### src/rtl/muldiv_sequencer_pkg.sv
// rtl/muldiv_sequencer_pkg.sv - shared types and constants for the RV32M multiply/divide sequencer
package muldiv_sequencer_pkg;

  localparam logic [31:0] DIV_BY_ZERO_Q = 32'hFFFF_FFFF;
  localparam logic [31:0] SIGNED_MIN    = 32'h8000_0000;

  typedef enum logic [2:0] {
    F3_MUL    = 3'b000,
    F3_MULH   = 3'b001,
    F3_MULHSU = 3'b010,
    F3_MULHU  = 3'b011,
    F3_DIV    = 3'b100,
    F3_DIVU   = 3'b101,
    F3_REM    = 3'b110,
    F3_REMU   = 3'b111
  } muldiv_funct3_t;

  typedef enum logic [1:0] {
    IDLE = 2'd0,
    MUL  = 2'd1,
    DIV  = 2'd2,
    DONE = 2'd3
  } md_state_t;

endpackage

### src/rtl/muldiv_iter.sv
// rtl/muldiv_iter.sv - radix-2 shift-add multiplier and restoring divider datapath
// Outputs are the post-step values so the controller can capture the result on the final step edge.
module muldiv_iter #(
  parameter int unsigned WIDTH = 32
) (
  input  logic               i_clk,
  input  logic               i_rst,
  input  logic               i_init,
  input  logic               i_step,
  input  logic               i_div,
  input  logic [WIDTH-1:0]   i_a,
  input  logic [WIDTH-1:0]   i_b,
  output logic [2*WIDTH-1:0] o_prod,
  output logic [WIDTH-1:0]   o_quot,
  output logic [WIDTH-1:0]   o_rem
);

  logic [2*WIDTH-1:0] r_acc;
  logic [2*WIDTH-1:0] r_mcand;
  logic [WIDTH-1:0]   r_mplier;
  logic [WIDTH-1:0]   r_rem;
  logic [WIDTH-1:0]   r_quot;
  logic [WIDTH-1:0]   r_divisor;

  logic [2*WIDTH-1:0] w_acc_nx;
  logic [WIDTH:0]     w_shift;
  logic [WIDTH:0]     w_diff;
  logic               w_qbit;
  logic [WIDTH-1:0]   w_rem_nx;
  logic [WIDTH-1:0]   w_quot_nx;

  assign w_acc_nx  = r_mplier[0] ? (r_acc + r_mcand) : r_acc;
  // Partial remainder is always below the divisor, so one extra bit holds the shifted value.
  assign w_shift   = {r_rem, r_quot[WIDTH-1]};
  assign w_diff    = w_shift - {1'b0, r_divisor};
  assign w_qbit    = ~w_diff[WIDTH];
  assign w_rem_nx  = w_qbit ? w_diff[WIDTH-1:0] : w_shift[WIDTH-1:0];
  assign w_quot_nx = {r_quot[WIDTH-2:0], w_qbit};

  assign o_prod = w_acc_nx;
  assign o_quot = w_quot_nx;
  assign o_rem  = w_rem_nx;

  always_ff @(posedge i_clk) begin
    if (!i_rst) begin
      r_acc     <= '0;
      r_mcand   <= '0;
      r_mplier  <= '0;
      r_rem     <= '0;
      r_quot    <= '0;
      r_divisor <= '0;
    end else if (i_init) begin
      r_acc     <= '0;
      r_mcand   <= {{WIDTH{1'b0}}, i_a};
      r_mplier  <= i_b;
      r_rem     <= '0;
      r_quot    <= i_a;
      r_divisor <= i_b;
    end else if (i_step) begin
      if (i_div) begin
        r_rem  <= w_rem_nx;
        r_quot <= w_quot_nx;
      end else begin
        r_acc    <= w_acc_nx;
        r_mcand  <= {r_mcand[2*WIDTH-2:0], 1'b0};
        r_mplier <= {1'b0, r_mplier[WIDTH-1:1]};
      end
    end
  end

endmodule

### src/rtl/muldiv_sequencer.sv
// rtl/muldiv_sequencer.sv - EX-stage RV32M controller: stalls while iterating, holds result until acked
module muldiv_sequencer
  import muldiv_sequencer_pkg::*;
#(
  parameter int unsigned WIDTH = 32
) (
  input  logic             i_clk,
  input  logic             i_rst,
  input  logic             i_start,
  input  logic [2:0]       i_funct3,
  input  logic             i_signed1,
  input  logic             i_signed2,
  input  logic             i_half_sel,
  input  logic [WIDTH-1:0] i_a,
  input  logic [WIDTH-1:0] i_b,
  input  logic             i_kill,
  input  logic             i_result_ack,
  output logic             o_stall,
  output logic             o_busy,
  output logic [WIDTH-1:0] o_result,
  output logic             o_result_valid
);

  localparam int unsigned      CW     = $clog2(WIDTH) + 1;
  localparam logic [CW-1:0]    LAST   = CW'(WIDTH - 1);
  localparam logic [WIDTH-1:0] W_MIN  = SIGNED_MIN[31 -: WIDTH];
  localparam logic [WIDTH-1:0] W_ONES = DIV_BY_ZERO_Q[31 -: WIDTH];

  md_state_t          r_state, w_state_next;
  logic [CW-1:0]      r_cnt;
  logic               r_neg_res, r_neg_rem, r_half_sel, r_rem_sel;
  logic [WIDTH-1:0]   r_result, w_result_d;
  logic               r_result_valid, w_valid_d;
  logic               w_accept, w_iter_init, w_iter_step;
  logic [WIDTH-1:0]   w_a_abs, w_b_abs, w_quot, w_rem, w_quot_fix, w_rem_fix;
  logic [2*WIDTH-1:0] w_prod, w_prod_fix;
  logic               w_b_zero, w_ovf;

  assign w_a_abs    = (i_signed1 & i_a[WIDTH-1]) ? -i_a : i_a;
  assign w_b_abs    = (i_signed2 & i_b[WIDTH-1]) ? -i_b : i_b;
  assign w_b_zero   = (i_b == '0);
  assign w_ovf      = ((i_funct3 == F3_DIV) | (i_funct3 == F3_REM)) & (i_a == W_MIN) & (i_b == W_ONES);
  assign w_prod_fix = r_neg_res ? -w_prod : w_prod;
  assign w_quot_fix = r_neg_res ? -w_quot : w_quot;
  assign w_rem_fix  = r_neg_rem ? -w_rem : w_rem;

  muldiv_iter #(.WIDTH(WIDTH)) u_iter (
    .i_clk  (i_clk),
    .i_rst  (i_rst),
    .i_init (w_iter_init),
    .i_step (w_iter_step),
    .i_div  (r_state == DIV),
    .i_a    (w_a_abs),
    .i_b    (w_b_abs),
    .o_prod (w_prod),
    .o_quot (w_quot),
    .o_rem  (w_rem)
  );

  always_comb begin
    w_state_next = r_state;
    w_valid_d    = r_result_valid;
    w_result_d   = r_result;
    w_accept     = 1'b0;
    w_iter_init  = 1'b0;
    w_iter_step  = 1'b0;
    unique case (r_state)
      IDLE: begin
        if (i_start && !i_kill) begin
          w_accept = 1'b1;
          // Divide-by-zero and signed overflow have fixed answers and skip iteration.
          if (i_funct3[2] && w_b_zero) begin
            w_state_next = DONE;
            w_valid_d    = 1'b1;
            w_result_d   = i_funct3[1] ? i_a : W_ONES;
          end else if (w_ovf) begin
            w_state_next = DONE;
            w_valid_d    = 1'b1;
            w_result_d   = i_funct3[1] ? '0 : W_MIN;
          end else begin
            w_iter_init  = 1'b1;
            w_state_next = i_funct3[2] ? DIV : MUL;
          end
        end
      end
      MUL, DIV: begin
        if (i_kill) begin
          w_state_next = IDLE;
        end else begin
          w_iter_step = 1'b1;
          if (r_cnt == LAST) begin
            w_state_next = DONE;
            w_valid_d    = 1'b1;
            if (r_state == MUL)
              w_result_d = r_half_sel ? w_prod_fix[2*WIDTH-1:WIDTH] : w_prod_fix[WIDTH-1:0];
            else
              w_result_d = r_rem_sel ? w_rem_fix : w_quot_fix;
          end
        end
      end
      DONE: begin
        if (i_kill || i_result_ack) begin
          w_state_next = IDLE;
          w_valid_d    = 1'b0;
        end
      end
      default: w_state_next = IDLE;
    endcase
  end

  always_ff @(posedge i_clk) begin
    if (!i_rst) r_state <= IDLE;
    else        r_state <= w_state_next;
  end

  always_ff @(posedge i_clk) begin
    if (!i_rst) begin
      r_cnt          <= '0;
      r_neg_res      <= 1'b0;
      r_neg_rem      <= 1'b0;
      r_half_sel     <= 1'b0;
      r_rem_sel      <= 1'b0;
      r_result       <= '0;
      r_result_valid <= 1'b0;
    end else begin
      r_result       <= w_result_d;
      r_result_valid <= w_valid_d;
      if (w_accept) begin
        r_cnt      <= '0;
        r_neg_res  <= (i_signed1 & i_a[WIDTH-1]) ^ (i_signed2 & i_b[WIDTH-1]);
        r_neg_rem  <= i_signed1 & i_a[WIDTH-1];
        r_half_sel <= i_half_sel;
        r_rem_sel  <= i_funct3[1];
      end else if (w_iter_step) begin
        r_cnt <= r_cnt + 1'b1;
      end
    end
  end

  assign o_stall        = i_rst & ~i_kill &
                          (((r_state == IDLE) & i_start) | (r_state == MUL) | (r_state == DIV));
  assign o_busy         = (r_state == MUL) | (r_state == DIV);
  assign o_result       = r_result;
  assign o_result_valid = r_result_valid;

endmodule

### config.mk
export PLATFORM = sky130hd
export DESIGN_NAME = muldiv_sequencer
export DESIGN_NICKNAME = d
export VERILOG_FILES = /design/src/rtl/muldiv_sequencer_pkg.sv /design/src/rtl/muldiv_iter.sv /design/src/rtl/muldiv_sequencer.sv
export SDC_FILE = /design/constraint.sdc
export NUM_CORES = 1
export LEC_CHECK = 0
export BUFFER_PORTS_ARGS = -buffer_cell sky130_fd_sc_hd__buf_2
export CORE_MARGIN = 3
export CORE_UTILIZATION = 50
export DETAILED_ROUTE_END_ITERATION = 12
export HOLD_SLACK_MARGIN = 0.05
export PLACE_DENSITY_LB_ADDON = 0.12
export SLEW_MARGIN = 0
export SYNTH_ARGS = -nofsm -noshare
export SYNTH_HDL_FRONTEND = slang
export SYNTH_SLANG_ARGS = --single-unit
### constraint.sdc
create_clock -name i_clk -period 7.1 [get_ports i_clk]
set_input_delay 0 -clock i_clk [delete_from_list [all_inputs] [get_ports i_clk]]
set_output_delay 0 -clock i_clk [all_outputs]
set_load 0.01 [all_outputs]
## Word-level counts from Yosys, hierarchy flattened

Index checks and enable logic that the tools add are counted.

| cells by class | value |
|---|---|
| add/sub/neg operators | 8 |
| multiply operators | 0 |
| div/mod/pow operators | 0 |
| $lt $le $gt $ge | 0 |
| eq/ne operators | 15 |
| shifts and indexed selects | 0 |
| multiplexer cells | 50 |
| bitwise logic cells | 16 |
| reduce and logical (&&, ||, !) cells | 19 |

Operators with widths:

| kind | count |
|---|---|
| 32-bit two-way mux | 24 |
| 64-bit two-way mux | 2 |
| 32-bit negation | 4 |
| 64-bit adder | 1 |
| 32-bit equality test, second input constant | 2 |
| 64-bit negation | 1 |
| 32-bit one-hot mux with 2 select lines | 1 |
| 33-bit by 32-bit subtractor with 33-bit output | 1 |
| 32-bit zero test | 1 |
| 1-bit two-way mux | 14 |
| 2-bit two-way mux | 7 |
| 5-bit AND reduction | 2 |
| 2-bit inequality test, second input constant | 4 |
| 2-bit AND reduction | 4 |
| 1-bit AND | 7 |
| 6-bit by 1-bit adder with 6-bit output, second input constant | 1 |
| 3-bit equality test, second input constant | 2 |
| 6-bit by 5-bit equality test with 1-bit output, second input constant | 1 |
| 3-bit inequality test, second input constant | 2 |
| 2-bit one-hot mux with 3 select lines | 1 |
| 2-bit nonzero test | 3 |
| 2-bit OR reduction | 3 |
| 2-bit equality test, second input constant | 2 |
| 1-bit NOT | 4 |
| 10 further kinds | 14 |

| word-level totals | value |
|---|---|
| flip-flop bits (word level) | 301 |
| bits in latches | 0 |
| RAM bits | 0 |
| ROM bits | 0 |
| input bits | 75 |
| output and inout bits | 35 |
| word-level logic and storage cells | 123 |
| memories kept | 0 |

## Depth between registers and ports, before layout

Gate-level depths: netlist of the first run.

| depth | value |
|---|---|
| depth after elaboration | 10 |
| depth in mapped cells | 29 |
| depth with buffers taken out | 26 |

## Modules after synthesis

From an unflattened synthesis of the first run, not the netlist that was laid out.

| unflattened totals | value |
|---|---|
| cell total of the unflattened synthesis | 3372 |
| area total of the unflattened synthesis | 24523.5 µm² |

Modules (own cells, without submodules):

| module | times used | cells each | area each (µm²) | seq. area each (µm²) |
|---|---|---|---|---|
| muldiv_iter | 1 | 2261 | 16998.8 | 5124.9 |
| muldiv_sequencer | 1 | 1111 | 7524.7 | 900.9 |

## Worst setup path before layout of the first run

No wires, ideal clock.

| timing path | value |
|---|---|
| path kind | register to register |
| from | register u_iter.r_quot[31] |
| to | register r_result[18], in the netlist o_result[18] |
| arrival time | 5.655 ns |
| data required time | 7.026 ns |
| slack | 1.371 ns |
| stages on the path, launching flop included | 28 |
| buffers on the path | 4 |
| cell sequence | dfxtp_1 inv_1 ha_1 inv_1 fa_1 a211oi_1 nor3_1 o21ai_1 o211ai_1 a211oi_1 nor2_2 inv_2 buf_2 buf_2 clkbuf_1 buf_1 ha_1 nand2b_1 or4_1 nand2b_1 o41ai_1 xnor2_1 nor2_1 a31oi_1 o21ai_0 a311o_1 a211o_1 a31oi_1 |

| between the ends | value |
|---|---|
| longest elaborated chain between the ends | 9 |
| elaborated cells on any way between the ends | 12 |
| classes of those cells | 3 x add/sub; 8 x mux; 1 x bitwise |

Ends and longest elaborated chain:

| item | RTL line | text |
|---|---|---|
| start, declared | muldiv_iter.sv:22 | `logic [WIDTH-1:0] r_quot;` |
| start signal, assigned | muldiv_iter.sv:57 | `r_quot <= i_a;` |
| start signal, assigned | muldiv_iter.sv:62 | `r_quot <= w_quot_nx;` |
| 33-bit by 32-bit subtractor with 33-bit output | muldiv_iter.sv:35 | `assign w_diff = w_shift - {1'b0, r_divisor};` |
| 32-bit two-way mux or 1-bit NOT (tied branches) | muldiv_iter.sv:37, muldiv_iter.sv:36 |  |
| 32-bit negation, on equally long branches | muldiv_sequencer.sv:45, muldiv_sequencer.sv:44 |  |
| 32-bit two-way mux, on equally long branches | muldiv_sequencer.sv:45, muldiv_sequencer.sv:44 |  |
| 32-bit two-way mux (*) | muldiv_sequencer.sv:97 | `w_result_d = r_rem_sel ? w_rem_fix : w_quot_fix;` |
| 32-bit two-way mux (*) | muldiv_sequencer.sv:94 | `if (r_state == MUL)` |
| 32-bit two-way mux (*) | muldiv_sequencer.sv:91 | `if (r_cnt == LAST) begin` |
| 32-bit two-way mux (*) | muldiv_sequencer.sv:87 | `if (i_kill) begin` |
| 32-bit one-hot mux with 2 select lines (*) | muldiv_sequencer.sv:67 | `unique case (r_state)` |
| end signal, assigned | muldiv_sequencer.sv:126 | `r_result <= w_result_d;` |
| end, declared | muldiv_sequencer.sv:32 | `logic [WIDTH-1:0] r_result, w_result_d;` |

Every way passes the cells marked *; elsewhere a longest branch is shown, timed or not. The select of a mux whose other input is x is not followed.
A chain may end at the register's enable or synchronous reset.

## Final worst setup path of the first run

| timing path | value |
|---|---|
| from | register u_iter.r_quot[31] |
| to | register r_result[22], in the netlist o_result[22] |

The elaborated chain is that of the path after synthesis.

==> key figures, run 1 <==
Run status
  – Status: complete, no violations

STA
  – RSZ-0062 raised after global routing: false
  – Final hold violation count: 0
  – Tightest Pin Transition: 1.20 ns
  – Setup ws final: 1.08 ns
  – Peak Freq: 166 MHz
  – Max-slew violation count: 0
  – Worst Clk Skew: 0.0222 ns
  – Setup TNS: 0 ns
  – Final setup fails: 0
  – Fin crit period: 6.02 ns
  – Relative slew slack: 0.201
  – Final Cycle Share: 0.848

Setup path
  – Critical path type: reg -> reg
  – Startpoint types: flop
  – Critical path arrival: 6.50 ns
  – CP endpoint kind: flop
  – CP Max Fanout: 13
  – WP data required: 7.58 ns

Floorplan
  – Initial Util: 0.509
  – Area of the core: 50,400 um^2
  – Number of top-level pins: 110
  – Die Wd: 232 um
  – Row Count: 82
  – Die Height: 232 um
  – Die ar.: 54,000 um^2

Synth
  – Synth unique cells: 101
  – Flops & latches, synth: 301
  – Synth cell count leaders: 518 x nand2_1, 346 x a21oi_1, 332 x nor2_1
  – Top-count cell post-synth: nand2_1
  – Top_reg_cell synth: dfxtp_1
  – Number of synthesized flops with an enable pin: 0
  – Sequential-to-total area share from yosys stat: 0.235
  – Synth Area per Inst: 7.09 um^2
  – Asr flop ratio synth: 0
  – Synth Instances: 3,615
  – Yosys top cell area share: 0.235
  – Top cells by area, synth: dfxtp_1 24%, nand2_1 7.6%, a21oi_1 6.8%
  – Syn. warnings: 0
  – Largest area contributor in the netlist: dfxtp_1
  – Cell Area, Synth: 25,600 um^2
  – Synth Net Count: 3,799

Cells and area
  – Final net count: 3,828
  – Reg area: 6030 um^2
  – Non-filler cells in the finished layout: 4,342
  – Multi-input logic area: 18,400 um^2
  – Layout fillers: 4,823
  – Antenna Cells: 0
  – Ratio of cells with drive above 1 in the final layout: 0.0801
  – Area added between synthesis and finish: 11.1%
  – Final instance area: 28,500 um^2

Placed design
  – Placed insts: 4,196
  – Post-DP Area: 26,400 um^2
  – Pre-CTS setup slack: 1.20 ns
  – DPL Wire Length: 81,700 um
  – I/O Buffers: 109
  – Placer Congestion: 1.01

Clock network
  – Post-CTS setup buffer count: 0
  – H-tree depth: 2
  – Clock network latency to the later pin of the worst-skew pair: 0.58 ns
  – Total CTS buffers: 39
  – Clock Sinks: 301
  – CTS root buf: clkbuf_16
  – CTS clk-pin slew, worst paths: 0.06 ns
  – CTS tree: done
  – Max Root-Sink Buffers: 3

Global route
  – Initial antenna violation count: 4
  – Largest net degree at the start of global routing: 145
  – First-pass GRT wire length: 162,000 um
  – Number of global-route vias before repair: 26,700
  – Total Routing Usage GR: 0.386
  – Grt ovf: 0

Detailed routing
  – DRC violations left: 0
  – Initial DRC count: 3,342
  – ANT nets after route: 0
  – Router iterations before antenna repair: 5
  – Routed len/inst: 24.8 um
  – Vias: 28,900
  – Vias per cell: 6.65
  – WL final: 108,000 um

Power and ir drop
  – LEAKAGE: 10.3 nW
  – Tot Pwr: 11.5 mW
  – Pwr dens: 404 nW/um^2
  – Peak supply drop: 323 uV

Flow run
  – Max Cap Viol: 0

Worst hold path
  – Hold Crit Class: in -> reg
-- critical path: stages (launching register included) --
cell and delay [ns]:
dfxtp_1 0.36, inv_1 0.07, ha_1 0.16, inv_1 0.06, fa_1 0.42, a211oi_1 0.33
nor3_1 0.17, o21ai_1 0.32, o211ai_1 0.22, a211oi_1 0.55, nor2_2 0.18, inv_2 0.25
o21ai_0 0.18, inv_1 0.09, ha_1 0.19, nand2_1 0.08, a211o_1 0.29, nor3b_1 0.30
and3b_1 0.23, a21oi_1 0.15, or3_1 0.44, o21ai_1 0.19, xor2_1 0.21, o221ai_1 0.16
a311oi_1 0.33
-- layout make-up --
cell class	instances	area share
Clock inverter	12	0.00457
Sequential cell	301	0.212
Timing Repair Buffer	228	0.0579
Tap cell	672	0.0295
Inverter	83	0.0110
Clock buffer	55	0.0392
Multi-Input combinational cell	2991	0.646
-- placed cells by master, fill, tap and decap left out, types with 79 or more instances in the layout --
master         count
o211ai_1          96
nor3_1            96
xnor2_1          111
a21oi_1          345
o21ai_0          244
dlygate4sd3_1     79
nand2_1          517
inv_1             79
a211oi_1         127
dfxtp_1          299
buf_2            109
ha_1             107
nand3_1           82
nor2_1           331
xor2_1            80
-- layer usage --
metal,vias to the layer above,track usage,share of wire,wire length (um)
li1,13400,-,-,-
met1,13600,0.510,0.41,44000
met2,1570,0.596,0.43,46500
met3,298,0.0768,0.099,10600
met4,0,0.203,0.060,6430
met5,-,0,0,0
-- cell families after synthesis --
group / share of synthesized area
XOR/XNOR: 0.0653
adder cells (fa/ha/maj): 0.0538
flip-flops: 0.235
AO/OA/AOI/OAI: 0.309
AND/OR/NAND/NOR: 0.260
buffers and inverters: 0.0488
multiplexers: 0.0276
-- worst paths after layout --
check                startpoint            endpoint  slack (ns)  cells past startpoint
max           u_iter.r_quot[31]        o_result[22]        1.08                     24
min                i_result_ack          r_state[0]        0.11                      6
max reg2reg   u_iter.r_quot[31]        o_result[22]        1.08                     24
min reg2reg  u_iter.r_mplier[2]  u_iter.r_mplier[2]        0.45                      2
-- timing repair --
action	4_1_cts	5_1_grt
hold buffers	79	0
hold endpoints to repair	131	0
gates resized for setup	0	0
setup endpoints to repair	0	0
-- metrics by stage --
step / hold slack [ns] / util
2_1_floorplan: 0.0503 / -
3_3_place_gp: 0.271 / 0.525
3_5_place_dp: 0.280 / 0.525
4_1_cts: 0.0686 / 0.565
5_1_grt: 0.138 / 0.565
6_report: 0.115 / 0.565
-- registers in the layout (all words and copies together) (netlist names), 6 cells and up --
signal	cells
u_iter.r_acc	64
u_iter.r_divisor	32
o_result	32
r_cnt	6
u_iter.r_rem	32
u_iter.r_quot	32
u_iter.r_mplier	32
u_iter.r_mcand	64
-- power breakdown --
group	total, mW	internal, mW	switching [mW]
Combinational	7.03	2.32	4.72
Clock	2.00	1.17	0.828
Sequential	2.48	2.04	0.441
No activity file was read; power rests on OpenSTA's default activity.
==> run 2: changes to the inputs <==
==> constraint.sdc (replaced) <==
create_clock -name i_clk -period 5.4 [get_ports i_clk]
set_input_delay 0 -clock i_clk [delete_from_list [all_inputs] [get_ports i_clk]]
set_output_delay 0 -clock i_clk [all_outputs]
set_load 0.01 [all_outputs]
==> run 2 against run 1 <==
Critical path depth shrank 10. Clock skew is 0.0014 ns lower. Clock power is 39% higher. Routed wire length is 1.8% higher. Critical path type unchanged.
==> key figures, run 2 (synthesis gave the netlist of run 1 again) <==
Cells and area
  – Most common cell after layout, fill and taps aside: nand2_1
  – Area added between synthesis and finish: 14.0%
  – Most frequent cells in the layout: 517 x nand2_1, 344 x a21oi_1, 331 x nor2_1
  – Regs by FF count: u_iter.r_acc x64, u_iter.r_mcand x64
  – Final net count: 3,902
  – Antenna Cells: 0
  – Ratio of cells with drive above 1 in the final layout: 0.103

Setup path
  – Critical path arrival: 5.75 ns
  – WP data required: 5.88 ns
  – Critical path type: reg -> reg
  – Startpoint types: flop
  – CP endpoint kind: flop
  – CP Max Fanout: 10

STA
  – Tightest Pin Transition: 1.18 ns
  – Relative slew slack: 0.213
  – Final setup fails: 0
  – Worst Clk Skew: 0.0208 ns
  – Peak Freq: 190 MHz
  – Hold WS: 0.0918 ns
  – Final hold violation count: 0
  – Final Cycle Share: 0.976
  – Fin crit period: 5.27 ns
  – Max-slew violation count: 0
  – Setup ws final: 0.130 ns

Floorplan
  – Die Height: 232 um
  – Initial Util: 0.509
  – Row Count: 82
  – Die ar.: 54,000 um^2
  – Number of top-level pins: 110
  – Die Wd: 232 um
  – Area of the core: 50,400 um^2

Global route
  – First-pass GRT wire length: 165,000 um
  – Grt ovf: 0
  – Total Routing Usage GR: 0.392
  – Largest net degree at the start of global routing: 139
  – Initial antenna violation count: 2
  – Number of global-route vias before repair: 27,200

Detailed routing
  – WL final: 109,000 um
  – DRC violations left: 0
  – Vias per cell: 6.65
  – Routed len/inst: 24.8 um
  – Initial DRC count: 3,611
  – Vias: 29,400
  – ANT nets after route: 0
  – Router iterations before antenna repair: 6

Placed design
  – I/O Buffers: 109
  – Pre-CTS setup slack: 0.0739 ns
  – Placer Congestion: 1.06
  – DPL Wire Length: 83,600 um

Clock network
  – H-tree depth: 2
  – CTS tree: done
  – Max Root-Sink Buffers: 3
  – Total CTS buffers: 39
  – Clock Sinks: 301
  – Clock network latency to the later pin of the worst-skew pair: 0.58 ns
  – CTS clk-pin slew, worst paths: 0.06 ns
  – CTS root buf: clkbuf_16

Power and ir drop
  – LEAKAGE: 10.7 nW
  – Pwr dens: 543 nW/um^2
  – Peak supply drop: 466 uV

Run status
  – Status: complete, no violations

Worst hold path
  – Hold Crit Class: in -> reg

Flow run
  – Max Cap Viol: 0
run 2: stage by stage:
| stage | instance area [um^2] | utilization | TNS (ns) | instances | power [mW] |
|---|---|---|---|---|---|
| after floorplan | 25600 | - | 0 | 3615 | 9.42 |
| after CTS | 29100 | 0.578 | 0 | 4417 | 15.4 |
| final | 29200 | 0.580 | 0 | 4419 | 15.9 |
| after global routing | 29200 | 0.580 | -0.0124 | 4419 | 16.7 |
| after detailed placement | 27000 | 0.536 | 0 | 4272 | 12.6 |
| after global placement | 27000 | 0.536 | 0 | 4272 | 12.4 |
run 2: power breakdown:
part	leakage (nW)	switching, mW	internal (mW)
Combinational	7.63	6.34	3.44
Clock	0.660	1.12	1.67
Sequential	2.45	0.595	2.68
Total	10.7	8.06	7.79
run 2: layer usage:
| metal | wire length (um) | global-route usage |
|---|---|---|
| met1 | 44200 | 0.515 |
| met2 | 47400 | 0.610 |
| met3 | 11500 | 0.0825 |
| met4 | 6360 | 0.191 |
| met5 | 31 | 0 |
run 2: layout make-up:
cell class	count	area, um^2
repair buffers	302	2210
clock buffers	55	1140
flip-flops and latches	301	6030
inverters	83	315
well taps	672	841
multi-input cells	2991	18500
clock inverters	15	196
fillers	4788	21200
run 2: timing repair:
action                     CTS  global route
gates resized for setup      0            17
setup endpoints to repair    0            16
hold buffers                75             0
hold endpoints to repair   117             0
buffers inserted             0             2
run 2: final timing paths:
path / depth (start not counted) / end / startpoint / slack, ns
worst min-delay path: 5 / u_iter.r_divisor[25] / i_b[25] / 0.09
worst max-delay path: 14 / o_result[29] / u_iter.r_mcand[24] / 0.13
worst min register to register: 2 / u_iter.r_mplier[28] / u_iter.r_mplier[28] / 0.45
worst max register to register: 14 / o_result[29] / u_iter.r_mcand[24] / 0.13
run 2: critical path, cell delays in order (launching register included):
cell	delay, ns
dfxtp_1	0.36
ha_1	0.48
a21oi_1	0.36
o21ai_0	0.27
a221oi_1	0.49
o21a_1	0.36
or4b_2	0.63
o211a_1	0.16
a21oi_1	0.12
a21oi_1	0.14
or4b_2	0.73
or4_4	0.47
mux2i_1	0.16
o2111a_1	0.24
a211oi_1	0.20
